[config.mk]
export PLATFORM = sky130hd
export DESIGN_NAME = csr_file
export DESIGN_NICKNAME = d
export VERILOG_FILES = /design/src/rtl/csr_file_pkg.sv /design/src/rtl/csr_file_counter64.sv /design/src/rtl/csr_file.sv
export SDC_FILE = /design/constraint.sdc
export NUM_CORES = 1
export LEC_CHECK = 0
export ABC_AREA = 1
export CORE_ASPECT_RATIO = 1.25
export CORE_MARGIN = 8
export CORE_UTILIZATION = 50
export CTS_CLUSTER_DIAMETER = 150
export DETAILED_ROUTE_END_ITERATION = 10
export PLACE_DENSITY_LB_ADDON = 0.05
export SLEW_MARGIN = 20
export SYNTH_ARGS = -nofsm -noshare
export SYNTH_HDL_FRONTEND = slang
export SYNTH_SLANG_ARGS = --single-unit
[constraint.sdc]
create_clock -name clk -period 2.2 [get_ports clk]
set_input_delay 0.44 -clock clk [delete_from_list [all_inputs] [get_ports clk]]
set_output_delay 0.44 -clock clk [all_outputs]
set_load 0.01 [all_outputs]
[src/rtl/csr_file_pkg.sv]
// Shared definitions for the machine-mode CSR file: addresses, op encodings,
// mstatus/mie bit positions and the read-modify-write helper.
package csr_file_pkg;

    localparam int unsigned XLEN = 32;

    localparam logic [11:0] CSR_MVENDORID  = 12'hF11;
    localparam logic [11:0] CSR_MARCHID    = 12'hF12;
    localparam logic [11:0] CSR_MIMPID     = 12'hF13;
    localparam logic [11:0] CSR_MHARTID    = 12'hF14;
    localparam logic [11:0] CSR_MSTATUS    = 12'h300;
    localparam logic [11:0] CSR_MISA       = 12'h301;
    localparam logic [11:0] CSR_MIE        = 12'h304;
    localparam logic [11:0] CSR_MTVEC      = 12'h305;
    localparam logic [11:0] CSR_MCOUNTEREN = 12'h306;
    localparam logic [11:0] CSR_MSCRATCH   = 12'h340;
    localparam logic [11:0] CSR_MEPC       = 12'h341;
    localparam logic [11:0] CSR_MCAUSE     = 12'h342;
    localparam logic [11:0] CSR_MTVAL      = 12'h343;
    localparam logic [11:0] CSR_MIP        = 12'h344;
    localparam logic [11:0] CSR_MCYCLE     = 12'hB00;
    localparam logic [11:0] CSR_MINSTRET   = 12'hB02;
    localparam logic [11:0] CSR_MCYCLEH    = 12'hB80;
    localparam logic [11:0] CSR_MINSTRETH  = 12'hB82;

    typedef enum logic [1:0] {
        CSR_OP_NONE = 2'b00,
        CSR_OP_RW   = 2'b01,
        CSR_OP_RS   = 2'b10,
        CSR_OP_RC   = 2'b11
    } csr_op_e;

    localparam int unsigned MSTATUS_MIE_BIT  = 3;
    localparam int unsigned MSTATUS_MPIE_BIT = 7;
    localparam logic [XLEN-1:0] MSTATUS_MPP_MASK = 32'h0000_1800;

    localparam int unsigned MIE_MSIE_BIT = 3;
    localparam int unsigned MIE_MTIE_BIT = 7;
    localparam int unsigned MIE_MEIE_BIT = 11;
    localparam logic [XLEN-1:0] MIE_WMASK = 32'h0000_0888;

    function automatic logic [XLEN-1:0] csr_apply(csr_op_e op, logic [XLEN-1:0] old,
                                                  logic [XLEN-1:0] wdata);
        case (op)
            CSR_OP_RW: csr_apply = wdata;
            CSR_OP_RS: csr_apply = old | wdata;
            CSR_OP_RC: csr_apply = old & ~wdata;
            default:   csr_apply = old;
        endcase
    endfunction

endpackage

[src/rtl/csr_file_counter64.sv]
// 64-bit free-running counter with independent 32-bit half overwrite;
// a written half replaces the incremented value, the other half keeps it.
module counter64 (
    input  logic        clk,
    input  logic        rst_n,
    input  logic        en_i,
    input  logic        wr_lo_i,
    input  logic        wr_hi_i,
    input  logic [31:0] wdata_i,
    output logic [63:0] count_o
);

    logic [63:0] cnt_q, cnt_d;

    always_comb begin
        cnt_d = cnt_q + 64'(en_i);
        if (wr_lo_i) cnt_d[31:0]  = wdata_i;
        if (wr_hi_i) cnt_d[63:32] = wdata_i;
    end

    always_ff @(posedge clk) begin
        if (!rst_n) cnt_q <= '0;
        else        cnt_q <= cnt_d;
    end

    assign count_o = cnt_q;

endmodule

[src/rtl/csr_file.sv]
// Machine-mode CSR file with trap/mret handling.
// Optional 64-bit mcycle/minstret counters when CSR_COUNTERS_EN is defined.
module csr_file
    import csr_file_pkg::*;
#(
    parameter logic [31:0] MHARTID     = 32'h0,
    parameter logic [31:0] MISA_VALUE  = 32'h4000_0100,
    parameter logic [31:0] MTVEC_RESET = 32'h0000_0000
) (
    input  logic        clk,
    input  logic        rst_n,
    input  logic [11:0] csr_addr,
    input  logic [1:0]  csr_op,
    input  logic [31:0] csr_wdata,
    input  logic        trap_valid,
    input  logic [31:0] trap_pc,
    input  logic [31:0] trap_cause,
    input  logic [31:0] trap_val,
    input  logic        mret_valid,
    input  logic        retire,
    input  logic        irq_sw,
    input  logic        irq_timer,
    input  logic        irq_ext,
    output logic [31:0] csr_out,
    output logic        csr_illegal,
    output logic [31:0] mtvec_out,
    output logic [31:0] mepc_out,
    output logic        mstatus_mie
);

    localparam logic [31:0] MTVEC_RST = MTVEC_RESET & ~32'h3;

    logic        mie_bit_q, mie_bit_d, mpie_q, mpie_d;
    logic [31:0] mie_q, mie_d, mtvec_q, mtvec_d, mscratch_q, mscratch_d;
    logic [31:0] mepc_q, mepc_d, mcause_q, mcause_d, mtval_q, mtval_d;

    csr_op_e     op;
    logic        implemented, write_eff, write_ok;
    logic [31:0] rdata, new_val;

    assign op = csr_op_e'(csr_op);

`ifdef CSR_COUNTERS_EN
    logic [63:0] mcycle, minstret;

    counter64 u_mcycle (
        .clk     (clk),
        .rst_n   (rst_n),
        .en_i    (1'b1),
        .wr_lo_i (write_ok && csr_addr == CSR_MCYCLE),
        .wr_hi_i (write_ok && csr_addr == CSR_MCYCLEH),
        .wdata_i (new_val),
        .count_o (mcycle)
    );

    counter64 u_minstret (
        .clk     (clk),
        .rst_n   (rst_n),
        .en_i    (retire),
        .wr_lo_i (write_ok && csr_addr == CSR_MINSTRET),
        .wr_hi_i (write_ok && csr_addr == CSR_MINSTRETH),
        .wdata_i (new_val),
        .count_o (minstret)
    );
`else
    logic unused_retire;
    assign unused_retire = retire;
`endif

    // Read mux: pre-write value of the addressed CSR, no bypass.
    always_comb begin
        rdata       = '0;
        implemented = 1'b1;
        case (csr_addr)
            CSR_MVENDORID, CSR_MARCHID, CSR_MIMPID, CSR_MCOUNTEREN: rdata = '0;
            CSR_MHARTID:  rdata = MHARTID;
            CSR_MSTATUS: begin
                rdata                   = MSTATUS_MPP_MASK;
                rdata[MSTATUS_MIE_BIT]  = mie_bit_q;
                rdata[MSTATUS_MPIE_BIT] = mpie_q;
            end
            CSR_MISA:     rdata = MISA_VALUE;
            CSR_MIE:      rdata = mie_q;
            CSR_MTVEC:    rdata = mtvec_q;
            CSR_MSCRATCH: rdata = mscratch_q;
            CSR_MEPC:     rdata = mepc_q;
            CSR_MCAUSE:   rdata = mcause_q;
            CSR_MTVAL:    rdata = mtval_q;
            CSR_MIP: begin
                rdata[MIE_MSIE_BIT] = irq_sw;
                rdata[MIE_MTIE_BIT] = irq_timer;
                rdata[MIE_MEIE_BIT] = irq_ext;
            end
`ifdef CSR_COUNTERS_EN
            CSR_MCYCLE:    rdata = mcycle[31:0];
            CSR_MCYCLEH:   rdata = mcycle[63:32];
            CSR_MINSTRET:  rdata = minstret[31:0];
            CSR_MINSTRETH: rdata = minstret[63:32];
`endif
            default:      implemented = 1'b0;
        endcase
    end

    assign write_eff   = (op == CSR_OP_RW) || (op != CSR_OP_NONE && csr_wdata != '0);
    assign csr_illegal = (op != CSR_OP_NONE) &&
                         (!implemented || (csr_addr[11:10] == 2'b11 && write_eff));
    assign write_ok    = write_eff && !csr_illegal;
    assign new_val     = csr_apply(op, rdata, csr_wdata);
    assign csr_out     = rdata;

    // Next state: CSR write first, then mret, then trap override the fields they own.
    always_comb begin
        mie_bit_d  = mie_bit_q;
        mpie_d     = mpie_q;
        mie_d      = mie_q;
        mtvec_d    = mtvec_q;
        mscratch_d = mscratch_q;
        mepc_d     = mepc_q;
        mcause_d   = mcause_q;
        mtval_d    = mtval_q;

        if (write_ok) begin
            case (csr_addr)
                CSR_MSTATUS: begin
                    mie_bit_d = new_val[MSTATUS_MIE_BIT];
                    mpie_d    = new_val[MSTATUS_MPIE_BIT];
                end
                CSR_MIE:      mie_d      = new_val & MIE_WMASK;
                CSR_MTVEC:    mtvec_d    = new_val & ~32'h3;
                CSR_MSCRATCH: mscratch_d = new_val;
                CSR_MEPC:     mepc_d     = new_val & ~32'h3;
                CSR_MCAUSE:   mcause_d   = new_val;
                CSR_MTVAL:    mtval_d    = new_val;
                default: ;
            endcase
        end

        if (trap_valid) begin
            mepc_d    = trap_pc & ~32'h3;
            mcause_d  = trap_cause;
            mtval_d   = trap_val;
            mpie_d    = mie_bit_q;
            mie_bit_d = 1'b0;
        end else if (mret_valid) begin
            mie_bit_d = mpie_q;
            mpie_d    = 1'b1;
        end
    end

    always_ff @(posedge clk) begin
        if (!rst_n) begin
            mie_bit_q  <= 1'b0;
            mpie_q     <= 1'b0;
            mie_q      <= '0;
            mtvec_q    <= MTVEC_RST;
            mscratch_q <= '0;
            mepc_q     <= '0;
            mcause_q   <= '0;
            mtval_q    <= '0;
        end else begin
            mie_bit_q  <= mie_bit_d;
            mpie_q     <= mpie_d;
            mie_q      <= mie_d;
            mtvec_q    <= mtvec_d;
            mscratch_q <= mscratch_d;
            mepc_q     <= mepc_d;
            mcause_q   <= mcause_d;
            mtval_q    <= mtval_d;
        end
    end

    assign mtvec_out   = mtvec_q;
    assign mepc_out    = mepc_q;
    assign mstatus_mie = mie_bit_q;

endmodule
== Word level (Yosys, flattened, before mapping) ==
Cells that the tools add are included.
Cells by class
  equal/unequal tests: 18
  multiplexer cells: 25
  bitwise gates (word level): 4
  reductions and logical operators: 28
Operator list (count)
  $mux 32: 9
  $pmux 20 s7: 1
  $eq 12x10->1 const B: 10
  $pmux 32 s3: 1
  $eq 12x12->1 const B: 4
  $and 32x32->32: 1
  $not 32->32: 1
  $or 32x32->32: 1
  $reduce_bool 32->1: 1
  $pmux 3 s5: 2
  $pmux 1 s8: 3
  $pmux 3 s6: 1
  $reduce_and 2->1: 8
  $reduce_bool 2->1: 7
  $reduce_or 14->1: 1
  $mux 1: 8
  $eq 2x2->1 const B: 3
  $reduce_bool 3->1: 2
  $logic_and 1x1->1: 4
  $eq 2x1->1 const B: 1
  $logic_not 1->1: 2
  $logic_or 1x1->1: 2
  $reduce_or 2->1: 1
  $not 1->1: 1
Word-level totals
  flip-flop bits (word level): 161
  input bits: 150
  output and inout bits: 98
  logic and storage cells: 83

== Logic depth before layout (Yosys ltp) ==
  word-level depth: 11
  mapped depth: 16
  gate-level depth less buffers: 15

== Worst setup path after synthesis ==
Ideal clock, no wire load.
  kind: input to output
  start point: input port csr_addr[9]
  end point: output port csr_illegal
  data arrival time: 1.561 ns
  required time: 1.760 ns
  setup slack: 0.199 ns
  stages on the path: 10
  buffers on the path: 1
  cells stage by stage: nand2_1 -> inv_2 -> nand2_1 -> nor2_2 -> buf_4 -> nand2_1 -> nand2_1 -> nor2_1 -> nand3_4 -> a21oi_1
Between the ends
  cells in the longest elaborated chain, start to end: 6
  elaborated cells between the ends (all ways): 19
  classes of those cells: 14 x eq/ne; 1 x mux; 4 x reduce/logical
RTL lines
  start, declared: RTL line csr_file.sv:12  | input logic [11:0] csr_addr,
  $eq 12x10->1 / $eq 12x12->1 (equally long branches): RTL line csr_file.sv:74  | case (csr_addr)
  $reduce_or 14->1 (no source line) (*)
  $mux 1 (*): RTL line csr_file.sv:74
  $logic_not 1->1 (*): RTL line csr_file.sv:106  | (!implemented || (csr_addr[11:10] == 2'b11 && write_eff));
  $logic_or 1x1->1 (*): RTL line csr_file.sv:106
  $logic_and 1x1->1 (*): RTL line csr_file.sv:105  | assign csr_illegal = (op != CSR_OP_NONE) &&
  end, declared: RTL line csr_file.sv:25  | output logic csr_illegal,
Every way passes the cells marked *; elsewhere a longest branch is shown, timed or not.

== Final worst setup path ==
  start point: input port csr_addr[5]
  end point: register mepc_q[3], in the netlist mepc_out[3]
Between the ends
  cells in the longest elaborated chain, start to end: 10
  elaborated cells between the ends (all ways): 31
  classes of those cells: 14 x eq/ne; 6 x mux; 2 x bitwise; 9 x reduce/logical
RTL lines
  branches (longest 10 deep; another with $and 32x32->32)
  end signal, assigned: RTL line csr_file.sv:166  | mepc_q <= mepc_d;
  end, declared: RTL line csr_file.sv:35  | logic [31:0] mepc_q, mepc_d, mcause_q, mcause_d, mtval_q, mtval_d;
Parallel ways; which one is timed is not known. The select of a mux whose other input is x is not followed.
A chain may end at the register's enable or synchronous reset.

==> reports/qor.txt <==
run status -> complete, but fails checks
failing checks -> negative setup slack
number of antenna violations at the first check in global routing -> 0
Worst Setup Start Kind -> input pin
CP Data Required Time -> 2.51 ns
placed inst area -> 0.01296 mm²
crit path kind -> input pin to register
commonest non-fill, non-tap cell in the layout -> nand2_1
H-tree depth -> 4
relative slew slack -> 62.65%
GRT met3 Usage -> 7.343%
Clk network pwr share -> 42.6%
Worst R2R End -> mtval_q[7]
Syn Area/Cell -> 5.846 µm²
hold_sp -> mscratch_q[4]
Multi-input gate area -> 0.005642 mm²
worst-margin pin slew -> 0.5602 ns
io pins -> 248
most frequent cells in the layout -> nand2_1 (566), nor2_1 (250), clkdlybuf4s50_1 (164)
FF/Latch Area -> 0.003223 mm²
CTS root buf -> clkbuf_16
PortBufs -> 240
post-synthesis cell area -> 0.009306 mm²
grt met1 use -> 37.08%
Tot Pwr -> 7.659 mW
cells along the critical path -> buf_2, nor2_2, nand2_2, nor2_4, buf_4, nand2_1, nand2_1, nor2_1, buf_4, nand3_4, buf_6, nand4_4, nand2_4, clkinvlp_4, buf_4, nor2_1, nor2_1
first-pass GRT wire length -> 61.52 mm
clk sinks -> 161
Flop pwr share -> 40.4%
CTS tree -> done
TritonRoute pass-1 iters -> 6
critical-path maximum fanout -> 7
# Max-Cap Violations -> 0
Post-CTS Hold Fix Bufs -> 0
sw frac -> 27.29%
DRC viols -> 0
CP Data Arrival Time -> 2.62 ns
Placer Congestion -> 0.9050
Peak VDD IR -> 0.5700 mV
Reg-to-Reg Start -> mtvec_out[7]
Die Span X -> 138.0 µm
Syn Inst Count -> 1592
antenna fix cells -> 0
Setup WS pre-CTS -> -0.9293 ns
pin count of the biggest net entering global routing -> 96
RSZ-0062 raised after global routing -> true
routed wire length -> 42.69 mm
Fin Setup TNS -> -1.339 ns
R2R setup slack -> 0.65 ns
Final #Nets -> 2122
vias in the first global route -> 11710
PnR worst setup slack -> -0.1132 ns
sequential share of the synthesized area -> 34.63%
die area -> 0.02326 mm²
clk buf depth -> 2
Finished Cell Area -> 0.01460 mm²
crit path max-delay cell type -> nor2_4
Overflow after GRT -> 0
fillers -> 1415
DRT antenna net count -> 0
total CTS buffers -> 17
Worst Hold Depth -> 2
drt wl/cell -> 19.25 µm
Hold EP -> mscratch_q[4]
Starting Density -> 50.31%
Vias -> 12450
HP Class -> register to register
min cycle time layout -> 2.313 ns
leakage power -> 7.322 nW
period utilization -> 105.1%
crit-path max cell delay -> 0.24 ns
combinational power share -> 17.0%
most used routing layer -> met2
met2 GRT Util -> 55.87%
placed wire-length estimate -> 27.40 mm
Cell variety after synth -> 28
P_sw -> 2.090 mW
layout cells sized above 1 -> 20.40%
final clock skew -> 0.007156 ns
gr usage total -> 32.64%
#FFs+latches synth -> 161
Layout area overhead -> 56.92%
final setup fails -> 42
Site Rows -> 56
Die Y -> 168.5 µm
pwr dens -> 524.4 mW/mm²
internal power -> 5.569 mW
drt initial violations -> 1476
Synth Warn # -> 0
Hold WS -> 0.4776 ns
clock slew at reported path FFs -> 0.07 ns
drt via density -> 5.617
Hold Vio Cnt, Final -> 0
Slew Limit Fails -> 0
Worst-Skew Late Latency -> 0.44 ns
core area -> 0.01850 mm²
FMAX -> 432.3 MHz
Critical Path End Type -> register
cells on worst reg2reg path -> 11
==> power groups by stage <==
stage | logic [mW] | clock network, mW | registers (mW)
global placement | 1.19 | 0 | 3.15
global route | 1.40 | 3.38 | 3.11
detailed placement | 1.20 | 0 | 3.15
floorplan | 0.507 | 0 | 3.15
CTS | 1.25 | 3.26 | 3.09
finish | 1.30 | 3.26 | 3.10
==> how the worst max path moves through the flow <==
stage / start / slack, ns / to / cells after the start
3_5_place_dp: csr_addr[4] / -0.93 / csr_out[11] / 13
2_1_floorplan: csr_addr[9] / 0.20 / csr_illegal / 10
4_1_cts: csr_addr[4] / -0.08 / csr_out[11] / 15
6_report: csr_addr[5] / -0.11 / mepc_out[3] / 17
5_1_grt: csr_addr[7] / -0.22 / mepc_out[3] / 17
3_3_place_gp: csr_addr[9] / -0.89 / csr_out[9] / 10
==> cells in the mapped netlist <==
| cell type | count | area [µm²] |
|---|---|---|
| a21oi_1 | 69 | 345.3 |
| buf_1 | 9 | 33.78 |
| buf_2 | 18 | 90.09 |
| buf_4 | 22 | 165.2 |
| buf_6 | 2 | 22.52 |
| clkbuf_1 | 45 | 168.9 |
| conb_1 | 1 | 3.750 |
| dfxtp_1 | 161 | 3223 |
| inv_1 | 82 | 307.8 |
| inv_2 | 6 | 22.52 |
| nand2_1 | 605 | 2271 |
| nand2_2 | 2 | 12.51 |
| nand2_4 | 1 | 11.26 |
| nand3_1 | 141 | 705.7 |
| nand3_2 | 1 | 10.01 |
| nand3_4 | 1 | 17.52 |
| nand4_1 | 2 | 12.51 |
| nand4_2 | 1 | 12.51 |
| nand4_4 | 4 | 85.08 |
| nor2_1 | 275 | 1032 |
| nor2_2 | 9 | 56.30 |
| nor2_4 | 1 | 11.26 |
| nor3_1 | 2 | 10.01 |
| o21ai_0 | 107 | 535.5 |
| o21ai_1 | 21 | 105.1 |
| o21ai_4 | 1 | 16.27 |
| or2_1 | 1 | 6.260 |
| or2_2 | 2 | 12.51 |
==> cells by family after synthesis <==
group,after synthesis,share of synthesized area [%]
and+or+nand+nor,1048,45.85
AOI/OAI and AO/OA,198,10.77
buffers and inverters,184,8.712
DFF,161,34.63
other,1,0.04029
==> layer usage <==
layer | wire [µm] | up-vias
met5 | 0 | -
met4 | 2642 | 0
met3 | 4329 | 206
met2 | 20380 | 819
met1 | 15330 | 5670
li1 | - | 5758
==> sequential cells by signal, indices dropped and copies added (netlist names) <==
signal,count
mcause_q,32
mstatus_mie,1
mpie_q,1
mscratch_q,32
mtval_q,32
mepc_out,30
mtvec_out,30
mie_q,3
==> stage by stage <==
step	cells	util, %
after CTS	2197	76.06
after floorplan	1595	-
after global routing	2217	78.95
after detailed placement	2134	70.06
after global placement	2134	70.06
final	2217	78.95
==> timing repair <==
action	4_1_cts	5_1_grt
pin swaps	41	35
resized for setup	305	82
buffers inserted	31	16
setup endpoints to repair	194	125
hold endpoints to repair	0	0
cloned	2	5
==> critical path, delay by kind of cell <==
| family | cells | cell delay, ns |
|---|---|---|
| buffers and inverters | 6 | 0.95 |
| and+or+nand+nor | 11 | 1.20 |
==> layout make-up <==
type / instances / share of cell area (%)
Tap cell: 232 / 1.988
Clock buffer: 19 / 2.964
Multi-Input combinational cell: 1250 / 38.63
Sequential cell: 161 / 22.07
Inverter: 88 / 2.330
Timing Repair Buffer: 454 / 30.64
Clock inverter: 13 / 1.379
(Power assumes the default switching activity.)
